`src/rtl/mem_stage_if.sv`:
```
// Data-memory port bundle between the MEM stage (master) and the data memory (slave).
// The memory answers with dmem_ready, and dmem_rdata is valid in that same cycle.
interface mem_stage_if;
   logic        dmem_req;
   logic        dmem_we;
   logic [31:0] dmem_addr;
   logic [31:0] dmem_wdata;
   logic [3:0]  dmem_byte_en;
   logic        dmem_ready;
   logic [31:0] dmem_rdata;

   modport master (
      output dmem_req, dmem_we, dmem_addr, dmem_wdata, dmem_byte_en,
      input  dmem_ready, dmem_rdata
   );

   modport slave (
      input  dmem_req, dmem_we, dmem_addr, dmem_wdata, dmem_byte_en,
      output dmem_ready, dmem_rdata
   );
endinterface

```
`src/rtl/mem_stage.sv`:
```
// veriRISCV memory-access stage: issues aligned loads/stores, formats load data,
// flags misaligned accesses, stalls upstream while busy and drives the MEM/WB pipe.
module mem_stage (
   input  logic        clk,
   input  logic        rst,
   input  logic [31:0] ex2mem_pc,
   input  logic [31:0] ex2mem_instruction,
   input  logic        ex2mem_reg_wen,
   input  logic [4:0]  ex2mem_reg_waddr,
   input  logic [31:0] ex2mem_alu_out,
   input  logic        ex2mem_mem_rd,
   input  logic        ex2mem_mem_wr,
   input  logic [1:0]  ex2mem_mem_size,
   input  logic        ex2mem_mem_unsigned,
   input  logic [31:0] ex2mem_mem_wdata,
   input  logic        ex2mem_csr_rd,
   input  logic [1:0]  ex2mem_csr_wr_op,
   input  logic [31:0] ex2mem_csr_wdata,
   input  logic [11:0] ex2mem_csr_addr,
   input  logic        ex2mem_sel_csr,
   input  logic        ex2mem_ill_instr,
   input  logic        ex2mem_exc_instr_addr_misaligned,
   mem_stage_if.master dmem,
   output logic        mem_stall,
   output logic [31:0] mem2wb_pc,
   output logic [31:0] mem2wb_instruction,
   output logic        mem2wb_reg_wen,
   output logic [4:0]  mem2wb_reg_waddr,
   output logic [31:0] mem2wb_reg_wdata,
   output logic        mem2wb_csr_rd,
   output logic [1:0]  mem2wb_csr_wr_op,
   output logic [31:0] mem2wb_csr_wdata,
   output logic [11:0] mem2wb_csr_addr,
   output logic        mem2wb_sel_csr,
   output logic        mem2wb_ill_instr,
   output logic        mem2wb_exc_instr_addr_misaligned,
   output logic        mem2wb_exc_load_addr_misaligned,
   output logic        mem2wb_exc_store_addr_misaligned
);

   localparam int DATA_W     = 32;
   localparam int PC_W       = 32;
   localparam int RF_W       = 5;
   localparam int CSR_OP_W   = 2;
   localparam int CSR_ADDR_W = 12;

   typedef enum logic {IDLE, BUSY} state_t;

   typedef struct packed {
      logic [PC_W-1:0]       pc;
      logic [31:0]           instruction;
      logic                  reg_wen;
      logic [RF_W-1:0]       reg_waddr;
      logic [DATA_W-1:0]     reg_wdata;
      logic                  csr_rd;
      logic [CSR_OP_W-1:0]   csr_wr_op;
      logic [DATA_W-1:0]     csr_wdata;
      logic [CSR_ADDR_W-1:0] csr_addr;
      logic                  sel_csr;
      logic                  ill_instr;
      logic                  exc_instr_addr_misaligned;
      logic                  exc_load_addr_misaligned;
      logic                  exc_store_addr_misaligned;
   } wb_t;

   function automatic logic [3:0] lane_en(input logic [1:0] sz, input logic [1:0] off);
      case (sz)
         2'd0:    return 4'b0001 << off;
         2'd1:    return 4'b0011 << {off[1], 1'b0};
         default: return 4'b1111;
      endcase
   endfunction

   function automatic logic [DATA_W-1:0] store_data(input logic [1:0] sz, input logic [DATA_W-1:0] wd);
      case (sz)
         2'd0:    return {4{wd[7:0]}};
         2'd1:    return {2{wd[15:0]}};
         default: return wd;
      endcase
   endfunction

   function automatic logic [DATA_W-1:0] fmt_load(input logic [DATA_W-1:0] rdata, input logic [1:0] sz,
                                                  input logic [1:0] off, input logic uns);
      logic signed [7:0]        b;
      logic signed [15:0]       h;
      logic signed [DATA_W-1:0] r;
      b = rdata[{off, 3'b000} +: 8];
      h = off[1] ? rdata[31:16] : rdata[15:0];
      case (sz)
         2'd0: begin
            if (uns) r = {24'h0, b};
            else     r = b;
         end
         2'd1: begin
            if (uns) r = {16'h0, h};
            else     r = h;
         end
         default: r = rdata;
      endcase
      return r;
   endfunction

   state_t            state_q, state_d;
   logic              req_q, req_d;
   logic              we_q, we_d;
   logic [31:0]       addr_q, addr_d;
   logic [DATA_W-1:0] wdata_q, wdata_d;
   logic [3:0]        be_q, be_d;
   wb_t               wb_q, wb_d, wb_in;

   logic access, misaligned, aligned_access;

   assign access     = ex2mem_mem_rd | ex2mem_mem_wr;
   // Size 3 is not a legal encoding; it is treated as a word for alignment.
   assign misaligned = access &
                       (((ex2mem_mem_size == 2'd1) & ex2mem_alu_out[0]) |
                        (ex2mem_mem_size[1] & (ex2mem_alu_out[1:0] != 2'b00)));
   assign aligned_access = access & ~misaligned;

   always_comb begin
      wb_in                           = '0;
      wb_in.pc                        = ex2mem_pc;
      wb_in.instruction               = ex2mem_instruction;
      wb_in.reg_wen                   = ex2mem_reg_wen;
      wb_in.reg_waddr                 = ex2mem_reg_waddr;
      wb_in.reg_wdata                 = ex2mem_alu_out;
      wb_in.csr_rd                    = ex2mem_csr_rd;
      wb_in.csr_wr_op                 = ex2mem_csr_wr_op;
      wb_in.csr_wdata                 = ex2mem_csr_wdata;
      wb_in.csr_addr                  = ex2mem_csr_addr;
      wb_in.sel_csr                   = ex2mem_sel_csr;
      wb_in.ill_instr                 = ex2mem_ill_instr;
      wb_in.exc_instr_addr_misaligned = ex2mem_exc_instr_addr_misaligned;
   end

   // EX/MEM fields are held upstream during the stall, so BUSY reads them directly.
   always_comb begin
      state_d   = state_q;
      req_d     = req_q;
      we_d      = we_q;
      addr_d    = addr_q;
      wdata_d   = wdata_q;
      be_d      = be_q;
      wb_d      = '0;
      mem_stall = 1'b0;
      case (state_q)
         IDLE: begin
            if (aligned_access) begin
               mem_stall = 1'b1;
               req_d     = 1'b1;
               we_d      = ~ex2mem_mem_rd;
               addr_d    = {ex2mem_alu_out[31:2], 2'b00};
               wdata_d   = store_data(ex2mem_mem_size, ex2mem_mem_wdata);
               be_d      = lane_en(ex2mem_mem_size, ex2mem_alu_out[1:0]);
               state_d   = BUSY;
            end else begin
               wb_d = wb_in;
               if (misaligned) begin
                  wb_d.reg_wen                   = 1'b0;
                  wb_d.exc_load_addr_misaligned  = ex2mem_mem_rd;
                  wb_d.exc_store_addr_misaligned = ~ex2mem_mem_rd;
               end
            end
         end
         BUSY: begin
            if (dmem.dmem_ready) begin
               req_d   = 1'b0;
               state_d = IDLE;
               wb_d    = wb_in;
               if (ex2mem_mem_rd)
                  wb_d.reg_wdata = fmt_load(dmem.dmem_rdata, ex2mem_mem_size,
                                            ex2mem_alu_out[1:0], ex2mem_mem_unsigned);
            end else begin
               mem_stall = 1'b1;
            end
         end
         default: state_d = IDLE;
      endcase
   end

   // ---- MEM/WB and data-port register boundary ----
   always_ff @(posedge clk or posedge rst) begin
      if (rst) begin
         state_q <= IDLE;
         req_q   <= 1'b0;
         we_q    <= 1'b0;
         addr_q  <= '0;
         wdata_q <= '0;
         be_q    <= '0;
         wb_q    <= '0;
      end else begin
         state_q <= state_d;
         req_q   <= req_d;
         we_q    <= we_d;
         addr_q  <= addr_d;
         wdata_q <= wdata_d;
         be_q    <= be_d;
         wb_q    <= wb_d;
      end
   end

   assign dmem.dmem_req     = req_q;
   assign dmem.dmem_we      = we_q;
   assign dmem.dmem_addr    = addr_q;
   assign dmem.dmem_wdata   = wdata_q;
   assign dmem.dmem_byte_en = be_q;

   assign mem2wb_pc                        = wb_q.pc;
   assign mem2wb_instruction               = wb_q.instruction;
   assign mem2wb_reg_wen                   = wb_q.reg_wen;
   assign mem2wb_reg_waddr                 = wb_q.reg_waddr;
   assign mem2wb_reg_wdata                 = wb_q.reg_wdata;
   assign mem2wb_csr_rd                    = wb_q.csr_rd;
   assign mem2wb_csr_wr_op                 = wb_q.csr_wr_op;
   assign mem2wb_csr_wdata                 = wb_q.csr_wdata;
   assign mem2wb_csr_addr                  = wb_q.csr_addr;
   assign mem2wb_sel_csr                   = wb_q.sel_csr;
   assign mem2wb_ill_instr                 = wb_q.ill_instr;
   assign mem2wb_exc_instr_addr_misaligned = wb_q.exc_instr_addr_misaligned;
   assign mem2wb_exc_load_addr_misaligned  = wb_q.exc_load_addr_misaligned;
   assign mem2wb_exc_store_addr_misaligned = wb_q.exc_store_addr_misaligned;

endmodule

```
`src/flat_wrapper.sv`:
```
// flat-port wrapper written by rule: the top's interface ports become plain ports
module mem_stage_flat 
  (clk, rst, ex2mem_pc, ex2mem_instruction, ex2mem_reg_wen, ex2mem_reg_waddr, ex2mem_alu_out, ex2mem_mem_rd, ex2mem_mem_wr, ex2mem_mem_size, ex2mem_mem_unsigned, ex2mem_mem_wdata, ex2mem_csr_rd, ex2mem_csr_wr_op, ex2mem_csr_wdata, ex2mem_csr_addr, ex2mem_sel_csr, ex2mem_ill_instr, ex2mem_exc_instr_addr_misaligned, mem_stall, mem2wb_pc, mem2wb_instruction, mem2wb_reg_wen, mem2wb_reg_waddr, mem2wb_reg_wdata, mem2wb_csr_rd, mem2wb_csr_wr_op, mem2wb_csr_wdata, mem2wb_csr_addr, mem2wb_sel_csr, mem2wb_ill_instr, mem2wb_exc_instr_addr_misaligned, mem2wb_exc_load_addr_misaligned, mem2wb_exc_store_addr_misaligned, dmem_dmem_req, dmem_dmem_we, dmem_dmem_addr, dmem_dmem_wdata, dmem_dmem_byte_en, dmem_dmem_ready, dmem_dmem_rdata);
  mem_stage_if dmem_i ();
  input  logic clk;
  input  logic rst;
  input  logic [31:0] ex2mem_pc;
  input  logic [31:0] ex2mem_instruction;
  input  logic ex2mem_reg_wen;
  input  logic [4:0] ex2mem_reg_waddr;
  input  logic [31:0] ex2mem_alu_out;
  input  logic ex2mem_mem_rd;
  input  logic ex2mem_mem_wr;
  input  logic [1:0] ex2mem_mem_size;
  input  logic ex2mem_mem_unsigned;
  input  logic [31:0] ex2mem_mem_wdata;
  input  logic ex2mem_csr_rd;
  input  logic [1:0] ex2mem_csr_wr_op;
  input  logic [31:0] ex2mem_csr_wdata;
  input  logic [11:0] ex2mem_csr_addr;
  input  logic ex2mem_sel_csr;
  input  logic ex2mem_ill_instr;
  input  logic ex2mem_exc_instr_addr_misaligned;
  output logic mem_stall;
  output logic [31:0] mem2wb_pc;
  output logic [31:0] mem2wb_instruction;
  output logic mem2wb_reg_wen;
  output logic [4:0] mem2wb_reg_waddr;
  output logic [31:0] mem2wb_reg_wdata;
  output logic mem2wb_csr_rd;
  output logic [1:0] mem2wb_csr_wr_op;
  output logic [31:0] mem2wb_csr_wdata;
  output logic [11:0] mem2wb_csr_addr;
  output logic mem2wb_sel_csr;
  output logic mem2wb_ill_instr;
  output logic mem2wb_exc_instr_addr_misaligned;
  output logic mem2wb_exc_load_addr_misaligned;
  output logic mem2wb_exc_store_addr_misaligned;
  output wire logic [$bits(dmem_i.dmem_req)-1:0] dmem_dmem_req;
  output wire logic [$bits(dmem_i.dmem_we)-1:0] dmem_dmem_we;
  output wire logic [$bits(dmem_i.dmem_addr)-1:0] dmem_dmem_addr;
  output wire logic [$bits(dmem_i.dmem_wdata)-1:0] dmem_dmem_wdata;
  output wire logic [$bits(dmem_i.dmem_byte_en)-1:0] dmem_dmem_byte_en;
  input wire logic [$bits(dmem_i.dmem_ready)-1:0] dmem_dmem_ready;
  input wire logic [$bits(dmem_i.dmem_rdata)-1:0] dmem_dmem_rdata;
  assign dmem_dmem_req = dmem_i.dmem_req;
  assign dmem_dmem_we = dmem_i.dmem_we;
  assign dmem_dmem_addr = dmem_i.dmem_addr;
  assign dmem_dmem_wdata = dmem_i.dmem_wdata;
  assign dmem_dmem_byte_en = dmem_i.dmem_byte_en;
  assign dmem_i.dmem_ready = dmem_dmem_ready;
  assign dmem_i.dmem_rdata = dmem_dmem_rdata;
  mem_stage u_core (.clk(clk), .rst(rst), .ex2mem_pc(ex2mem_pc), .ex2mem_instruction(ex2mem_instruction), .ex2mem_reg_wen(ex2mem_reg_wen), .ex2mem_reg_waddr(ex2mem_reg_waddr), .ex2mem_alu_out(ex2mem_alu_out), .ex2mem_mem_rd(ex2mem_mem_rd), .ex2mem_mem_wr(ex2mem_mem_wr), .ex2mem_mem_size(ex2mem_mem_size), .ex2mem_mem_unsigned(ex2mem_mem_unsigned), .ex2mem_mem_wdata(ex2mem_mem_wdata), .ex2mem_csr_rd(ex2mem_csr_rd), .ex2mem_csr_wr_op(ex2mem_csr_wr_op), .ex2mem_csr_wdata(ex2mem_csr_wdata), .ex2mem_csr_addr(ex2mem_csr_addr), .ex2mem_sel_csr(ex2mem_sel_csr), .ex2mem_ill_instr(ex2mem_ill_instr), .ex2mem_exc_instr_addr_misaligned(ex2mem_exc_instr_addr_misaligned), .dmem(dmem_i), .mem_stall(mem_stall), .mem2wb_pc(mem2wb_pc), .mem2wb_instruction(mem2wb_instruction), .mem2wb_reg_wen(mem2wb_reg_wen), .mem2wb_reg_waddr(mem2wb_reg_waddr), .mem2wb_reg_wdata(mem2wb_reg_wdata), .mem2wb_csr_rd(mem2wb_csr_rd), .mem2wb_csr_wr_op(mem2wb_csr_wr_op), .mem2wb_csr_wdata(mem2wb_csr_wdata), .mem2wb_csr_addr(mem2wb_csr_addr), .mem2wb_sel_csr(mem2wb_sel_csr), .mem2wb_ill_instr(mem2wb_ill_instr), .mem2wb_exc_instr_addr_misaligned(mem2wb_exc_instr_addr_misaligned), .mem2wb_exc_load_addr_misaligned(mem2wb_exc_load_addr_misaligned), .mem2wb_exc_store_addr_misaligned(mem2wb_exc_store_addr_misaligned));
endmodule
```
`config.mk`:
```
export PLATFORM = sky130hd
export DESIGN_NAME = mem_stage_flat
export DESIGN_NICKNAME = d
export VERILOG_FILES = /design/src/rtl/mem_stage_if.sv /design/src/rtl/mem_stage.sv /design/src/flat_wrapper.sv
export SDC_FILE = /design/constraint.sdc
export NUM_CORES = 1
export LEC_CHECK = 0
export BUFFER_PORTS_ARGS = -buffer_cell sky130_fd_sc_hd__buf_2
export CAP_MARGIN = 20
export CORE_AREA = 2 2 176 178
export DETAILED_ROUTE_END_ITERATION = 8
export DIE_AREA = 0 0 178 180
export HOLD_SLACK_MARGIN = 0.05
export MAX_ROUTING_LAYER = met4
export PLACE_DENSITY = 0.56
export SYNTH_ARGS = -nofsm -noshare
export SYNTH_HDL_FRONTEND = slang
export SYNTH_SLANG_ARGS = --single-unit
```
`constraint.sdc`:
```
create_clock -name clk -period 8.15 [get_ports clk]
set_clock_uncertainty 0.05 [all_clocks]
set_input_delay 1.63 -clock clk [delete_from_list [all_inputs] [get_ports clk]]
set_output_delay 1.63 -clock clk [all_outputs]
set_load 0.05 [all_outputs]
```
Yosys cells after proc, flatten, opt, wreduce, memory -nomap -nowiden --
Index checks and enable logic that the tools add are counted.
Word-level totals: register bits 223, input bits 224, output and inout bits 225
Operators by class: eq/ne operators 3, shift operators 3, mux-type cells 18, bitwise gates (word level) 9, reduce and logical (&&, ||, !) cells 4
Operator list (count):
- $mux 154 | 2
- $pmux 154 s2 | 1
- $pmux 32 s2 | 2
- $mux 32 | 3
- $shiftx 32x6->8 | 1
- $mux 16 | 1
- $pmux 4 s2 | 1
- $mux 1 | 5
- $and 1x1->1 | 4
- $pmux 1 s2 | 2
- $reduce_and 2->1 | 2
- $shl 1x2->4 const A | 1
- $shl 2x2->4 const A | 1
- $not 1->1 | 3
- $eq 2x1->1 const B | 1
- $logic_not 2->1 | 1
- $mux 2 | 1
- $ne 2x1->1 const B | 1
- $ne 2x2->1 const B | 1
- $or 1x1->1 | 2
- $reduce_bool 2->1 | 1

Longest topological paths before layout --
Gate-level depths: netlist of run 1.
depth in word-level cells 8, gate-level depth with buffers 8

Worst setup path after synthesis of run 1 --
OpenSTA, ideal clock, no wires.
kind input -> output, start in ex2mem_mem_size[0], end out mem_stall, arrival time 2.905 ns, required time 6.470 ns, setup slack 3.565 ns, cell stages on the path 5, buffers on the path 2, path through buf_2 -> o21ai_4 -> nand4_1 -> o21ai_0 -> clkbuf_1
On the way: word-level cells in the longest chain between the ends 8
RTL lines:
- start, declared | RTL line flat_wrapper.sv:14 | input logic [1:0] ex2mem_mem_size;
- $eq 2x1->1 | RTL line mem_stage.sv:116 | (((ex2mem_mem_size == 2'd1) & ex2mem_alu_out[0]) |
- $and 1x1->1 | RTL line mem_stage.sv:116
- $or 1x1->1 | RTL line mem_stage.sv:116
- $and 1x1->1 | RTL line mem_stage.sv:115 | assign misaligned = access &
- $not 1->1 | RTL line mem_stage.sv:118 | assign aligned_access = access & ~misaligned;
- $and 1x1->1 | RTL line mem_stage.sv:118
- $mux 1 | RTL line mem_stage.sv:148 | if (aligned_access) begin
- $pmux 1 s2 | RTL line mem_stage.sv:146 | case (state_q)
- end, declared | RTL line flat_wrapper.sv:24 | output logic mem_stall;
No other way between the ends.

Worst setup path in the final report of run 1 --
start in ex2mem_mem_size[1], end out mem_stall
On the way: word-level cells in the longest chain between the ends 8
RTL lines (RTL line):
- $eq 2x1->1 | mem_stage.sv:116
- $and 1x1->1 | mem_stage.sv:116
- $or 1x1->1 * | mem_stage.sv:116
- $and 1x1->1 * | mem_stage.sv:115
- $not 1->1 * | mem_stage.sv:118
- $and 1x1->1 * | mem_stage.sv:118
- $mux 1 * | mem_stage.sv:148
- $pmux 1 s2 * | mem_stage.sv:146
Mark *: on every way between the ends. The rest lies on a longest branch, timed or not.

==> results of run 1 <==
## cell families after synthesis
kind of cell,synth area share [%]
multiplexers,4.13
flip-flops,65.5
AO/OA/AOI/OAI,8.93
AND/OR/NAND/NOR,18.4
buffers and inverters,2.98
other,0.0440
## worst max-delay path, delay by kind of cell
family / cells / cell delay [ps]
AO/OA/AOI/OAI: 2 / 670
buffers and inverters: 2 / 800
AND/OR/NAND/NOR: 1 / 200
## final timing paths
path                                                       start                               endpoint  slack, ps
min reg2reg                u_core.dmem.dmem_addr[16]$_DFFE_PP0P_  u_core.dmem.dmem_addr[16]$_DFFE_PP0P_        420
max in group asynchronous                                    rst  u_core.mem2wb_csr_wdata[19]$_DFF_PP0_       5350
min                        u_core.dmem.dmem_addr[16]$_DFFE_PP0P_  u_core.dmem.dmem_addr[16]$_DFFE_PP0P_        420
max reg2reg                             u_core.state_q$_DFF_PP0_  u_core.mem2wb_csr_wdata[22]$_DFF_PP0_       5620
min in group asynchronous                                    rst   u_core.mem2wb_reg_waddr[4]$_DFF_PP0_       1190
max                                           ex2mem_mem_size[1]                              mem_stall       3150
## layer usage
| metal | vias up | share of wire [%] | track usage (%) |
|---|---|---|---|
| met5 | - | 0 | - |
| met4 | 0 | 2.5 | 5.48 |
| met1 | 3345 | 39 | 20.6 |
| met2 | 344 | 50 | 30.3 |
| li1 | 3294 | - | - |
| met3 | 50 | 8.7 | 5.01 |
## synth_stat cells, types with 2 or more instances
master,instances,area (um2)
buf_4,4,30.0
inv_1,6,22.5
a221o_1,8,80.1
buf_6,2,22.5
o211ai_1,7,52.6
nand3_1,8,40.0
dfrtp_1,223,5580
nor3b_1,7,52.6
buf_1,3,11.3
and2_1,2,12.5
and3_1,3,18.8
nor2_1,14,52.6
a221o_2,8,90.1
o2bb2ai_1,8,70.1
mux2_2,7,78.8
o21ai_0,38,190
a221oi_1,7,61.3
clkbuf_1,34,128
nand2_1,147,552
nor2b_1,120,751
buf_2,8,40.0
mux2i_1,25,250
or2_2,3,18.8
a21oi_1,20,100
## power groups by stage
stage               clock network, W  logic [W]  registers, W
finish                       0.00114    0.00126       0.00136
global route                 0.00124    0.00133       0.00139
CTS                          0.00119    0.00127       0.00136
detailed placement                 0    0.00127       0.00138
global placement                   0    0.00127       0.00138
floorplan                          0   0.000244       0.00205
## through the flow
stage	instances	hold WS (ps)	util, %
floorplan	733	581	-
detailed placement	1528	407	36.7
finish	1585	415	39.5
CTS	1574	422	39.4
global route	1585	435	39.5
global placement	1528	404	36.7
## registers in the layout, summed over array words and instances (netlist names), 2 cells and up
signal and flops:
u_core.dmem.dmem_wdata 32, u_core.mem2wb_csr_wdata 32, u_core.mem2wb_instruction 32, u_core.mem2wb_pc 32, u_core.mem2wb_reg_wdata 32, u_core.dmem.dmem_addr 30, u_core.mem2wb_csr_addr 12, u_core.mem2wb_reg_waddr 5
u_core.dmem.dmem_byte_en 4, u_core.mem2wb_csr_wr_op 2
## layout make-up
class / count / area share [%]
multi-input cells: 453 / 22.6
well taps: 396 / 4.15
clock inverters: 13 / 1.28
diodes: 11 / 0.231
repair buffers: 450 / 19.0
inverters: 6 / 0.252
clock buffers: 33 / 5.76
flip-flops and latches: 223 / 46.8
==> metrics, run 1 <==
Std-Cell Rows 64; Switch Pwr 0.00154 W; path depth of the worst reg2reg path 4; DR pass1 iterations 6; crit-path max FO 38; Setup WS post-layout 3150 ps; Critical Path RT 6470 ps; FF+latch count, synth 223; Fmax achieved 0.200 GHz; Post-synth EDFFs 0; CTS Hold Bufs 0; max cap viols 0; Post-Route WL 28,700 um; 1st-iter DRT viols 368; Post-DP Area 11,100 um2; vias per inst 4.44; Worst Tran Pin Value 957 ps; crit share post-route 61.3%; crit path cell chain buf_2, o21ai_4, nand4_1, o21ai_4, buf_2; WS Path Type input port to output pin; Primary FF master, synth dfrtp_1; clock tree buffer depth 3; Starting Density 28.2%; clock slew at reported path FFs 60 ps; Hold WC Path Type register to register; Post-DP HPWL 21,400 um; Post-route DRC 0; area of the core 30,200 um2; sw frac 40.9%; Via Count 7,033; Max Slew Vio Count 0; GRT Total Usage 17.9%; vias in the first global route 7,164; Int Power 0.00222 W; pwr/cell area 315 nW/um2; Post-Syn Area 8520 um2; number of buffers added on ports 446; Filler Cell Count 3,045; GPL Wtd Cong 0.822; Worst Hold Depth 2; multi-input logic area 2700 um2; Setup WS pre-CTS 3120 ps; # nets final 1,384; Mapped Cells 732; first-pass GRT wire length 42,700 um; fin area 11,900 um2; DIE AREA 32,000 um2; Fin. Hold Viols 0; WL/cell 18.1 um; endpoint class of the critical path output pin; initial antenna violation count 11; Seq/Total Area, Yosys 65.5%; postcts setup bufs 0; CP Launch Type input port; Root Driver clkbuf_16; relative slew slack 36.2%; most frequent cells in the layout 446 x buf_2, 223 x dfrtp_1, 147 x nand2_1, 120 x nor2b_1, 37 x o21ai_0; Combinational Power Share 33.4%; Fin Setup TNS 0 ps; Die W 178 um; Syn Area/Cell 11.6 um2; commonest non-fill, non-tap cell in the layout buf_2; Max VDD drop 184 uV; layout cell share with drive strength beyond 1 44.0%; CTS-repair resized insts 0; antenna viol nets, final 0; Final Critical Period 5000 ps; Reg area 5580 um2; total power 0.00376 W; P_leak 6.30 nW; later-pin clock latency in the skew report 530 ps; CTS tree built; grt ovf 0; RSZ-0062 raised after global routing no; Worst EP arrival 3320 ps; Unique masters post-synth 44; die height 180 um; I/O Pins 449; clock share of power 30.4%; final setup fails 0; H-tree depth 1; crit-path max cell delay 430 ps; CTS sink count 223; largest net degree at the start of global routing 123; Post-synth ARST share 100%; sequential power share 36.2%; Inserted Clock Buffers 26; Layout area overhead 40.1%; Synth Warn # 0; Worst path slowest cell buf_2; outcome finished clean
Power figures use the tool's default switching activity.
==> run 2: changes to the inputs <==
==> constraint.sdc (replaced) <==
create_clock -name clk -period 4 [get_ports clk]
set_clock_uncertainty 0.05 [all_clocks]
set_input_delay 0.8 -clock clk [delete_from_list [all_inputs] [get_ports clk]]
set_output_delay 0.8 -clock clk [all_outputs]
set_load 0.05 [all_outputs]
==> run 2 against run 1 <==
  * Non-clock buffer count grew 4
  * Critical path depth is the same
  * Clock power increased by 110%
  * Cell count up 0.25%
  * Register-to-register slack worse by 4000 ps
  * Utilization grew 0.35 points
  * Highest routed layer unchanged
==> metrics, run 2 (synthesized netlist as in run 1, its figures left out) <==
die height 180 um; antenna viol nets, final 0; most frequent cells in the layout 446 x buf_2, 223 x dfrtp_1, 147 x nand2_1, 120 x nor2b_1, 37 x o21ai_0; Fmax achieved 0.355 GHz; Post-Route WL 29,300 um; Hold WC Path Type input port to async pin; vias per inst 4.40; Switch Pwr 0.00311 W; H-tree depth 1; Non-Filler Instances 1,589; CTS Hold Bufs 0; Max VDD drop 423 uV; pwr/cell area 642 nW/um2; Root Driver clkbuf_16; first-pass GRT wire length 43,300 um; RSZ-0062 raised after global routing no; WL/cell 18.5 um; # nets final 1,387; final setup fails 0; sequential power share 35.9%; WS Path Type input port to output pin; later-pin clock latency in the skew report 540 ps; Via Count 6,993; Fin. Hold Viols 0; DIE AREA 32,000 um2; CTS-repair resized insts 0; Worst EP arrival 1960 ps; Post-route DRC 0; 1st-iter DRT viols 344; initial antenna violation count 9; Placed Instances 1,532; Int Power 0.00462 W; Setup WS post-layout 1190 ps; GPL Wtd Cong 0.828; Die W 178 um; R2R Setup Slk 1660 ps; grt ovf 0; Worst Tran Pin Value 981 ps; CTS sink count 223; Setup WS pre-CTS 1140 ps; crit-path max FO 18; Final Critical Period 2810 ps; GRT Total Usage 18.4%; clock tree buffer depth 3; outcome finished clean; Std-Cell Rows 64; postcts setup bufs 0; largest net degree at the start of global routing 121; P_leak 6.35 nW; CTS tree built; Max Slew Vio Count 0; clock slew at reported path FFs 60 ps; clock share of power 30.7%; layout cell share with drive strength beyond 1 44.1%; Post-DP HPWL 22,300 um; sw frac 40.3%; area of the core 30,200 um2; path depth of the worst reg2reg path 4; commonest non-fill, non-tap cell in the layout buf_2; number of buffers added on ports 446; reg2reg end u_core.mem2wb_reg_wdata[22]$_DFF_PP0_; worst r2r src u_core.state_q$_DFF_PP0_; Fin Setup TNS 0 ps; Layout area overhead 41.4%; post-layout util 39.9%; Starting Density 28.2%; I/O Pins 449; Critical Path RT 3150 ps; total power 0.00773 W; CP Launch Type input port; Combinational Power Share 33.4%; endpoint class of the critical path output pin; relative slew slack 34.6%; max cap viols 0; DR pass1 iterations 4; crit share post-route 70.3%; Inserted Clock Buffers 25; vias in the first global route 7,193
run 2: through the flow:
step	instance area, um2	hold slack [ps]
3_3_place_gp	11200	404
3_5_place_dp	11200	410
4_1_cts	12000	292
5_1_grt	12000	317
6_report	12000	301
2_1_floorplan	8520	581
run 2: how the worst max path moves through the flow:
stage | start | endpoint | slack, ps | cells past startpoint
floorplan | rst | u_core.dmem.dmem_addr[10]$_DFFE_PP0P_ | 240 | 1
global route | ex2mem_mem_size[0] | mem_stall | 1100 | 5
CTS | ex2mem_mem_size[0] | mem_stall | 1170 | 5
global placement | ex2mem_mem_size[0] | mem_stall | 1200 | 5
detailed placement | ex2mem_mem_size[0] | u_core.mem2wb_reg_wdata[25]$_DFF_PP0_ | 1140 | 5
finish | ex2mem_mem_size[0] | mem_stall | 1190 | 5
run 2: area by class of cell:
| cell class | instances | area, um2 |
|---|---|---|
| antenna | 13 | 32.5 |
| clock buffer | 38 | 754 |
| clock inverter | 6 | 98.8 |
| fill | 3025 | 18100 |
| inverter | 6 | 26.3 |
| multi-input combinational | 453 | 2700 |
| sequential | 223 | 5580 |
| tap | 396 | 495 |
| timing repair buffer | 454 | 2350 |
run 2: power by group through the flow:
stage,combinational [W],clock (W),sequential (W)
floorplan,0.000497,0,0.00418
global placement,0.00260,0,0.00281
detailed placement,0.00261,0,0.00282
CTS,0.00262,0.00245,0.00278
global route,0.00272,0.00253,0.00282
finish,0.00258,0.00237,0.00278
run 2: per-layer routing:
metal,share of wire [%],GRT usage (%)
met1,38,21.0
met2,50,30.7
met3,8.3,4.86
met4,4.0,7.11
met5,0,-
run 2: critical path, stage by stage:
cell     delay [ps]
buf_2           250
o21ai_4         250
nand4_1         220
o21ai_4         140
buf_2           300
